**config.mk**
```make
export PLATFORM = sky130hd
export DESIGN_NAME = addsub_pipe
export DESIGN_NICKNAME = d
export VERILOG_FILES = /design/src/rtl/addsub_pipe.sv
export SDC_FILE = /design/constraint.sdc
export NUM_CORES = 1
export LEC_CHECK = 0
export CORE_UTILIZATION = 40
export DETAILED_ROUTE_END_ITERATION = 16
export PLACE_DENSITY_LB_ADDON = 0.05
export SYNTH_ARGS = -nofsm -noshare
export SYNTH_HDL_FRONTEND = slang
export SYNTH_SLANG_ARGS = --single-unit
```
**constraint.sdc**
```tcl
create_clock -name clk -period 5.25 [get_ports clk]
set_clock_uncertainty 0.15 [all_clocks]
set_input_delay 1.575 -clock clk [delete_from_list [all_inputs] [get_ports clk]]
set_output_delay 1.575 -clock clk [all_outputs]
set_load 0.005 [all_outputs]
```
**src/rtl/addsub_pipe.sv**
```systemverilog
// Pipelined adder-subtractor: the carry chain is cut into STAGES registered slices,
// with a global valid/ready stall and a selectable signed-overflow policy on the result.
module addsub_pipe #(
    parameter int WIDTH    = 16,
    parameter int STAGES   = 4,
    parameter int OVF_MODE = 1
) (
    input  logic             clk,
    input  logic             rst,
    input  logic             in_valid,
    output logic             in_ready,
    input  logic [WIDTH-1:0] a,
    input  logic [WIDTH-1:0] b,
    input  logic             sub,
    input  logic             cin,
    output logic             out_valid,
    input  logic             out_ready,
    output logic [WIDTH-1:0] sum,
    output logic             cout,
    output logic             ovf
);

    localparam int SL   = WIDTH / STAGES;
    localparam int LAST = STAGES - 1;

    logic stall;

    for (genvar k = 0; k < STAGES; k++) begin : g_stage
        localparam int UPW = WIDTH - k * SL;  // operand bits not yet consumed

        logic [UPW-1:0]      a_in, b_in;
        logic                c_in, v_in;
        logic [SL:0]         slice_sum;
        logic [(k+1)*SL-1:0] s_d, s_q;
        logic                c_q, v_q;

        if (k == 0) begin : g_head
            assign a_in = a;
            assign b_in = sub ? ~b : b;
            assign c_in = sub ? 1'b1 : cin;
            assign v_in = in_valid;
            assign s_d  = slice_sum[SL-1:0];
        end else begin : g_link
            assign a_in = g_stage[k-1].g_fwd.a_q;
            assign b_in = g_stage[k-1].g_fwd.b_q;
            assign c_in = g_stage[k-1].c_q;
            assign v_in = g_stage[k-1].v_q;
            assign s_d  = {slice_sum[SL-1:0], g_stage[k-1].s_q};
        end

        assign slice_sum = {1'b0, a_in[SL-1:0]} + {1'b0, b_in[SL-1:0]} + {{SL{1'b0}}, c_in};

        // NOTE: data registers are reset too, so sum/cout/ovf read 0 straight out of reset.
        always_ff @(posedge clk or posedge rst) begin
            if (rst) begin
                s_q <= '0;
                c_q <= 1'b0;
                v_q <= 1'b0;
            end else if (!stall) begin
                s_q <= s_d;
                c_q <= slice_sum[SL];
                v_q <= v_in;
            end
        end

        if (k < LAST) begin : g_fwd
            logic [UPW-SL-1:0] a_q, b_q;

            always_ff @(posedge clk or posedge rst) begin
                if (rst) begin
                    a_q <= '0;
                    b_q <= '0;
                end else if (!stall) begin
                    a_q <= a_in[UPW-1:SL];
                    b_q <= b_in[UPW-1:SL];
                end
            end
        end else begin : g_msb
            // Carry into the MSB is recovered from the MSB sum bit: c = a ^ b' ^ s.
            logic ovf_d, ovf_q;

            assign ovf_d = a_in[SL-1] ^ b_in[SL-1] ^ slice_sum[SL-1] ^ slice_sum[SL];

            always_ff @(posedge clk or posedge rst) begin
                if (rst) begin
                    ovf_q <= 1'b0;
                end else if (!stall) begin
                    ovf_q <= ovf_d;
                end
            end
        end
    end

    assign out_valid = g_stage[LAST].v_q;
    assign stall     = out_valid && !out_ready;
    assign in_ready  = !stall;
    assign cout      = g_stage[LAST].c_q;
    assign ovf       = g_stage[LAST].g_msb.ovf_q;

    always_comb begin
        sum = g_stage[LAST].s_q;
        if (ovf && OVF_MODE == 1) begin
            sum = '0;
        end else if (ovf && OVF_MODE == 2) begin
            // A raw MSB of 1 after overflow means the true result was positive.
            sum = g_stage[LAST].s_q[WIDTH-1] ? {1'b0, {(WIDTH-1){1'b1}}}
                                             : {1'b1, {(WIDTH-1){1'b0}}};
        end
    end

endmodule

```
==> results.py, run 1 <==
metrics = {
    "power": {
        "p_comb_frac": 0.370,
        "switchingPower_mw": 0.988,
        "swShare": 0.348,
        "ir_drop_uv": 270,
        "p_total_mw": 2.84,
        "leakage_nw": 2.57,
        "powerDensity_nw_per_um2": 544,
        "clockPowerShare": 0.180,
        "p_int_mw": 1.85,
        "seqPwrFrac": 0.449,
    },
    "clock_network": {
        "cts_sinks": 97,
        "cts-resized-gates": 0,
        "cts_hold_buf": 0,
        "clkSlewWorstSetupHoldPaths_ns": 0.09,
        "root_buffer": "clkbuf_8",
        "ctsLongestPathBuffers": 2,
        "cts_inserted_buffers": 9,
        "cts_tree": "done",
        "htreeDepth": 3,
        "clkLatencyLatePin_ns": 0.36,
        "post_cts_buffers": 0,
    },
    "final_layout": {
        "design_area_um2": 5210,
        "final_util": 0.498,
        "layout_common_cells": "227 x nand2_1, 97 x dfrtp_1, 57 x clkdlybuf4s50_1",
        "layout_commonest_cell": "nand2_1",
        "diodes": 0,
        "drive_above_1_share": 0.0499,
        "layout.nets": 574,
        "layoutNonFillerInstCount": 657,
        "synthToLayoutAreaGrowth_pct": 18.9,
    },
    "grt": {
        "grt_pass1_vias": 2917,
        "grt.total_usage": 0.152,
        "globalRouteOverflowTotal": 0,
        "grt_max_degree": 107,
        "grt_pass1_wl_um": 13600,
        "antenna_found_initial": 0,
    },
    "worst_hold_path": {
        "hold_path.class": "reg -> reg",
        "min_path_cells": 2,
    },
    "timing": {
        "setup_viol": 0,
        "slew_headroom": 0.317,
        "hold_violations": 0,
        "final_max_slew_viol_count": 0,
        "max_clock_freq_mhz": 227,
        "final.setup.tns_ns": 0,
        "rsz0062_at_grt": "no",
        "fin_crit_ns": 4.41,
        "finalCritPeriodShare": 0.840,
        "worst_pin_slew_ns": 1.02,
    },
    "run_status": {
        "outcome": "finished clean",
    },
    "placement": {
        "io_buffers": 57,
        "placed_cells": 641,
        "dp.final_hpwl_um": 4890,
        "place.gp.congestion": 0.756,
        "place_area_um2": 5000,
    },
    "synthesis": {
        "synth_fa_ha_area_frac": 0.0707,
        "synth.area.mux_share": 0,
        "yosysWarnings": 0,
        "synth_compound_gate_area_share": 0.0536,
        "syn_inst": 468,
        "synth_nets": 526,
        "synth_simple_gate_area_share": 0.230,
        "seq_area_frac_synth": 0.553,
        "yosysUniqueCellTypes": 22,
        "ys_seq_elements": 97,
        "yosys.area_share.xor_xnor": 0.0499,
        "syn_avg_cell_area_um2": 9.37,
        "netlist_area_um2": 4390,
        "synth_top_family_by_area": "simple AND/OR/NAND/NOR gates",
    },
    "routing": {
        "antenna_left": 0,
        "drtIter0Drc": 110,
        "firstDrtPassIters": 4,
        "vias": 2923,
        "drt_wl_total_um": 7780,
        "viasPerCell": 4.45,
        "wire_per_inst_um": 11.8,
        "drc": 0,
    },
    "setup_path": {
        "cp.arrival_ns": 2.69,
        "worstSetupPathType": "in -> out",
        "cp-start-kind": "primary input",
        "reg2reg_depth": 6,
        "end_kind": "primary output",
        "required_ns": 3.53,
        "crit_fanout": 2,
    },
    "job": {
        "drv_cap": 0,
    },
    "floorplan": {
        "ios": 58,
        "coreArea_um2": 10500,
        "start_util": 0.419,
        "chipWidth_um": 107,
        "row_count": 37,
        "die_area_um2": 11400,
        "die_y_um": 107,
    },
}
==> cell usage after synthesis (all sizes together) <==
| library cell | instances | area, um2 |
|---|---|---|
| a21o | 7 | 52.6 |
| a21oi | 14 | 77.6 |
| buf | 22 | 156 |
| clkbuf | 2 | 7.51 |
| dfrtp | 97 | 2430 |
| fa | 8 | 160 |
| ha | 12 | 150 |
| inv | 5 | 21.3 |
| nand2 | 227 | 852 |
| nand2b | 1 | 6.26 |
| nor2 | 8 | 30.0 |
| nor2b | 18 | 115 |
| o21ai | 21 | 105 |
| or2 | 1 | 6.26 |
| xnor2 | 15 | 131 |
| xor2 | 10 | 87.6 |
==> layout make-up <==
| cell class | instances | area, um2 |
|---|---|---|
| clock buffer | 11 | 151 |
| clock inverter | 5 | 61.3 |
| fill | 1068 | 5250 |
| inverter | 5 | 23.8 |
| multi-input combinational | 342 | 1780 |
| sequential | 97 | 2430 |
| tap | 136 | 170 |
| timing repair buffer | 61 | 601 |
==> critical path: stages <==
cell	delay (ns)
clkdlybuf4s50_1	0.50
nor2b_4	0.06
inv_4	0.05
clkdlybuf4s50_1	0.49
==> per-layer routing <==
layer,vias up,global-route usage,routed length (um)
li1,1542,-,-
met3,6,0.0280,252
met2,48,0.234,3470
met4,0,0.0558,97
met1,1327,0.214,3970
met5,-,0,0
==> worst paths after layout <==
check	from	to	slack (ns)
min in group asynchronous	rst	g_stage[3].s_q[5]	1.65
max reg2reg	g_stage[2].c_q	ovf	3.12
min	g_stage[3].s_q[2]	g_stage[3].s_q[2]	0.31
max in group asynchronous	rst	g_stage[0].g_fwd.b_q[4]	2.50
min reg2reg	g_stage[3].s_q[2]	g_stage[3].s_q[2]	0.31
max	out_ready	in_ready	0.84
==> stage by stage <==
| stage | hold WS [ns] | setup slack (ns) |
|---|---|---|
| 4_1_cts | 0.320 | 0.825 |
| 3_5_place_dp | 0.298 | 0.825 |
| 2_1_floorplan | 0.280 | 0.991 |
| 6_report | 0.311 | 0.840 |
| 3_3_place_gp | 0.292 | 0.834 |
| 5_1_grt | 0.331 | 0.811 |
==> sequential cells by signal, indices dropped and copies added (netlist names) <==
register	flops
cout	1
g_stage.c_q	3
g_stage.g_fwd.a_q	24
g_stage.g_fwd.b_q	24
g_stage.s_q	40
g_stage.v_q	3
out_valid	1
ovf	1
==> power by group through the flow <==
stage	combinational [mW]	clock [mW]	sequential, mW
2_1_floorplan	0.796	0	1.24
3_3_place_gp	1.05	0	1.29
3_5_place_dp	1.07	0	1.30
4_1_cts	1.08	0.527	1.28
5_1_grt	1.23	0.553	1.33
6_report	1.05	0.512	1.28
==> cell families after synthesis <==
| logic type | count (synthesis) |
|---|---|
| buf+inv | 29 |
| simple gates | 255 |
| compound gates | 42 |
| xor+xnor | 25 |
| fa+ha+maj | 20 |
| flops | 97 |
Power figures use the tool's default switching activity.
==> run 2: changes to the inputs <==
==> constraint.sdc (replaced) <==
create_clock -name clk -period 3.9 [get_ports clk]
set_clock_uncertainty 0.15 [all_clocks]
set_input_delay 1.17 -clock clk [delete_from_list [all_inputs] [get_ports clk]]
set_output_delay 1.17 -clock clk [all_outputs]
set_load 0.005 [all_outputs]
==> run 2 against run 1 <==
First-iteration DRC count up 26%. Final area is 0.55% higher. Sequential power rose by 34%. Hold slack barely moved. Utilization is 0.27 points higher. Sequential cell count did not move. Total power up 37%. Non-clock buffer count stayed put. Sequential share of layout area shrank 0.26 points. Largest cell class unchanged.
==> results.py, run 2 (synthesis gave the netlist of run 1 again) <==
metrics = {
    "clock_network": {
        "cts_hold_buf": 0,
        "cts_sinks": 97,
        "clkLatencyLatePin_ns": 0.36,
        "post_cts_buffers": 0,
        "ctsLongestPathBuffers": 2,
        "cts-resized-gates": 0,
        "cts_inserted_buffers": 9,
        "cts_tree": "done",
        "clkSlewWorstSetupHoldPaths_ns": 0.08,
        "root_buffer": "clkbuf_8",
        "htreeDepth": 3,
    },
    "setup_path": {
        "rrSetupSlack_ns": 1.75,
        "cp.arrival_ns": 2.28,
        "reg2reg_from": "g_stage[2].c_q",
        "rr_endpoint": "ovf",
        "worstSetupPathType": "in -> out",
        "cp-start-kind": "primary input",
        "setup.worst_path.start": "out_ready",
        "reg2reg_depth": 6,
        "crit_fanout": 2,
        "required_ns": 2.58,
        "end_kind": "primary output",
    },
    "grt": {
        "grt_pass1_vias": 3001,
        "antenna_found_initial": 0,
        "grt.total_usage": 0.156,
        "globalRouteOverflowTotal": 0,
        "grt_max_degree": 107,
        "grt_pass1_wl_um": 13800,
    },
    "routing": {
        "antenna_left": 0,
        "drc": 0,
        "drtIter0Drc": 139,
        "drt_wl_total_um": 7760,
        "wire_per_inst_um": 11.8,
        "firstDrtPassIters": 4,
        "vias": 2974,
        "viasPerCell": 4.53,
    },
    "final_layout": {
        "layout_commonest_cell": "nand2_1",
        "reg.largest.list": "g_stage.s_q x40, g_stage.g_fwd.a_q x24, g_stage.g_fwd.b_q x24",
        "regMostFlops": "g_stage.s_q",
        "drive_above_1_share": 0.0499,
        "seqCellArea_um2": 2430,
        "layout.nets": 574,
        "layout_common_cells": "227 x nand2_1, 97 x dfrtp_1, 57 x clkdlybuf4s50_1",
        "final_util": 0.501,
        "fill_cells": 1037,
        "diodes": 0,
        "design_area_um2": 5240,
        "multi_input_area_um2": 1780,
        "largest_reg_flops": 40,
        "synthToLayoutAreaGrowth_pct": 19.5,
    },
    "floorplan": {
        "die_y_um": 107,
        "die_area_um2": 11400,
        "chipWidth_um": 107,
        "ios": 58,
        "coreArea_um2": 10500,
        "row_count": 37,
        "start_util": 0.419,
    },
    "placement": {
        "io_buffers": 57,
        "place.gp.congestion": 0.755,
        "place_area_um2": 5010,
        "dp.final_hpwl_um": 4950,
    },
    "power": {
        "ir_drop_uv": 412,
        "powerDensity_nw_per_um2": 742,
        "p_total_mw": 3.89,
        "leakage_nw": 2.58,
    },
    "timing": {
        "setup_viol": 0,
        "whs_ns": 0.312,
        "worst_pin_slew_ns": 1.01,
        "hold_violations": 0,
        "finalCritPeriodShare": 0.924,
        "rsz0062_at_grt": "no",
        "max_clock_freq_mhz": 278,
        "final.setup.tns_ns": 0,
        "fin_crit_ns": 3.60,
        "final_max_slew_viol_count": 0,
        "slew_headroom": 0.325,
    },
    "worst_hold_path": {
        "min_path_cells": 2,
        "hp-start": "g_stage[3].s_q[4]",
        "hold_path.class": "reg -> reg",
        "hold_end": "g_stage[3].s_q[4]",
    },
    "run_status": {
        "outcome": "finished clean",
    },
    "job": {
        "drv_cap": 0,
    },
}
-- run 2: worst max-delay path by stage --
stage	to	slack [ns]
after floorplan	cout	0.05
after global placement	in_ready	0.29
after detailed placement	in_ready	0.28
after CTS	in_ready	0.28
after global routing	in_ready	0.28
final	in_ready	0.30
-- run 2: metrics by stage --
step                      cells  setup WS (ns)
after floorplan             468         0.0463
after global placement      641          0.294
after detailed placement    641          0.285
after CTS                   657          0.285
after global routing        657          0.278
final                       657          0.298
-- run 2: power breakdown --
group          switching (mW)  internal, mW  leakage [nW]
clock network           0.343         0.394         0.115
registers               0.260          1.45          1.17
logic                   0.727         0.711          1.29
total                    1.33          2.56          2.58
-- run 2: area by class of cell --
class | instances | share of cell area
flip-flops and latches | 97 | 0.463
inverters | 5 | 0.00453
multi-input cells | 342 | 0.339
well taps | 136 | 0.0325
clock buffers | 11 | 0.0289
repair buffers | 61 | 0.117
clock inverters | 5 | 0.0148
-- run 2: per-layer routing --
metal,global-route usage,share of wire,up-vias
li1,-,-,1540
met1,0.213,0.52,1379
met2,0.245,0.44,46
met3,0.0213,0.027,9
met4,0.0734,0.018,0
met5,0,0,-
-- run 2: worst max-delay path, cell delays in order --
cell and delay, ns:
clkdlybuf4s50_1 0.51, nor2b_4 0.06, inv_4 0.05, clkdlybuf4s50_1 0.49
==> run 3: changes to the inputs <==
--- a/config.mk
+++ b/config.mk
@@ -6,6 +6,7 @@
 export NUM_CORES = 1
 export LEC_CHECK = 0
 export CORE_UTILIZATION = 40
+export CTS_BUF_LIST = sky130_fd_sc_hd__clkbuf_2
 export DETAILED_ROUTE_END_ITERATION = 16
 export PLACE_DENSITY_LB_ADDON = 0.05
 export SYNTH_ARGS = -nofsm -noshare
==> run 3 against run 2 <==
Total power decreased by 5.4%. Largest cell class unchanged. Global-route usage grew 0.066 points. Final area down 1.9%. Largest power group unchanged. Critical path depth unchanged. Maximum frequency hardly changed. Wire length fell by 0.13%. Highest routed layer unchanged. Sequential share of layout area increased by 0.89 points.
==> results.py, run 3 (synthesis gave the netlist of run 1 again) <==
metrics = {
    "timing": {
        "final_max_slew_viol_count": 0,
        "final.setup.tns_ns": 0,
        "rsz0062_at_grt": "no",
        "setup_viol": 0,
        "finalCritPeriodShare": 0.923,
        "fin_crit_ns": 3.60,
        "worst_pin_slew_ns": 1.02,
        "max_clock_freq_mhz": 278,
        "slew_headroom": 0.322,
        "hold_violations": 0,
    },
    "final_layout": {
        "regMostFlops": "g_stage.s_q",
        "synthToLayoutAreaGrowth_pct": 17.3,
        "reg.largest.list": "g_stage.s_q x40, g_stage.g_fwd.a_q x24, g_stage.g_fwd.b_q x24",
        "largest_reg_flops": 40,
        "drive_above_1_share": 0.0461,
        "layout_common_cells": "227 x nand2_1, 97 x dfrtp_1, 57 x clkdlybuf4s50_1",
        "layout.nets": 574,
        "diodes": 0,
        "design_area_um2": 5140,
        "layout_commonest_cell": "nand2_1",
        "final_util": 0.492,
    },
    "grt": {
        "grt.total_usage": 0.156,
        "grt_pass1_vias": 3009,
        "grt_pass1_wl_um": 13800,
        "antenna_found_initial": 0,
        "globalRouteOverflowTotal": 0,
        "grt_max_degree": 107,
    },
    "setup_path": {
        "critPathMaxStageDelay_ns": 0.51,
        "path_buf_inv": 3,
        "end_kind": "primary output",
        "cp_slowest_cell": "clkdlybuf4s50_1",
        "critical_path.cell_chain": "clkdlybuf4s50_1, nor2b_4, inv_4, clkdlybuf4s50_1",
        "critPathMostFrequentCell": "clkdlybuf4s50_1",
        "crit_fanout": 2,
        "cp-start-kind": "primary input",
        "required_ns": 2.58,
        "cp.arrival_ns": 2.28,
        "path_delay_family": "buffers and inverters",
        "worstSetupPathType": "in -> out",
    },
    "placement": {
        "place_area_um2": 5010,
        "place.gp.congestion": 0.755,
        "dp.final_hpwl_um": 4950,
        "io_buffers": 57,
    },
    "floorplan": {
        "chipWidth_um": 107,
        "coreArea_um2": 10500,
        "ios": 58,
        "die_area_um2": 11400,
        "die_y_um": 107,
        "row_count": 37,
        "start_util": 0.419,
    },
    "power": {
        "p_total_mw": 3.68,
        "ir_drop_uv": 406,
        "powerDensity_nw_per_um2": 715,
        "leakage_nw": 2.54,
    },
    "clock_network": {
        "cts_tree": "done",
        "post_cts_buffers": 0,
        "htreeDepth": 3,
        "cts_inserted_buffers": 9,
        "cts-resized-gates": 0,
        "clkLatencyLatePin_ns": 0.55,
        "cts_hold_buf": 0,
        "clkSlewWorstSetupHoldPaths_ns": 0.26,
        "ctsLongestPathBuffers": 2,
        "root_buffer": "clkbuf_2",
        "cts_sinks": 97,
    },
    "routing": {
        "drtIter0Drc": 117,
        "drc": 0,
        "highest_layer": "met4",
        "wl_met3_um": 212,
        "wire_per_inst_um": 11.8,
        "wl_met2_um": 3410,
        "antenna_left": 0,
        "firstDrtPassIters": 4,
        "m1WireLength_um": 3980,
        "vias": 2974,
        "drt_wl_total_um": 7750,
        "viasPerCell": 4.53,
    },
    "job": {
        "drv_cap": 0,
    },
    "worst_hold_path": {
        "hold_path.class": "reg -> reg",
    },
    "run_status": {
        "outcome": "finished clean",
    },
}
==> run 3: cell count changes in the layout (fill, tap and decap cells not counted) <==
cell and change:
clkbuf_8 -11, clkbuf_2 +9, clkinv_1 +2
==> run 3: final timing paths <==
kind                                        start                end  slack [ns]  cells after the start
worst max-delay path                    out_ready           in_ready        0.30                      4
worst min-delay path            g_stage[0].s_q[1]  g_stage[1].s_q[1]        0.34                      2
worst max register to register     g_stage[2].c_q                ovf        1.74                      6
worst min register to register  g_stage[0].s_q[1]  g_stage[1].s_q[1]        0.34                      2
max in group asynchronous                     rst  g_stage[3].s_q[6]        2.07                      3
min in group asynchronous                     rst  g_stage[3].s_q[2]        0.85                      2
==> run 3: cell type report <==
class / count / area (um2)
multi-input cells: 342 / 1780
well taps: 136 / 170
fillers: 1045 / 5320
clock inverters: 7 / 85.1
repair buffers: 61 / 613
inverters: 5 / 23.8
flip-flops and latches: 97 / 2430
clock buffers: 9 / 45.0
==> run 3: worst min-delay path: stages, from the launching register on <==
cell and delay (ns):
dfrtp_1 0.40, nand2_1 0.05, nand2_1 0.05
==> run 3: metrics by stage <==
stage	cells	hold WS (ns)	worst slack, ns
after floorplan	468	0.280	0.0463
after CTS	657	0.341	0.285
after global placement	641	0.292	0.294
after detailed placement	641	0.298	0.285
after global routing	657	0.362	0.278
final	657	0.338	0.299
==> run 3: where the power goes <==
group	internal (mW)	switching, mW
sequential	1.45	0.259
clock	0.205	0.328
combinational	0.711	0.728
total	2.36	1.31
==> run 3: metal layers <==
metal,global-route usage,vias to the layer above
met4,0.0734,0
met1,0.209,1375
li1,-,1541
met3,0.0267,11
met2,0.248,47
met5,0,-
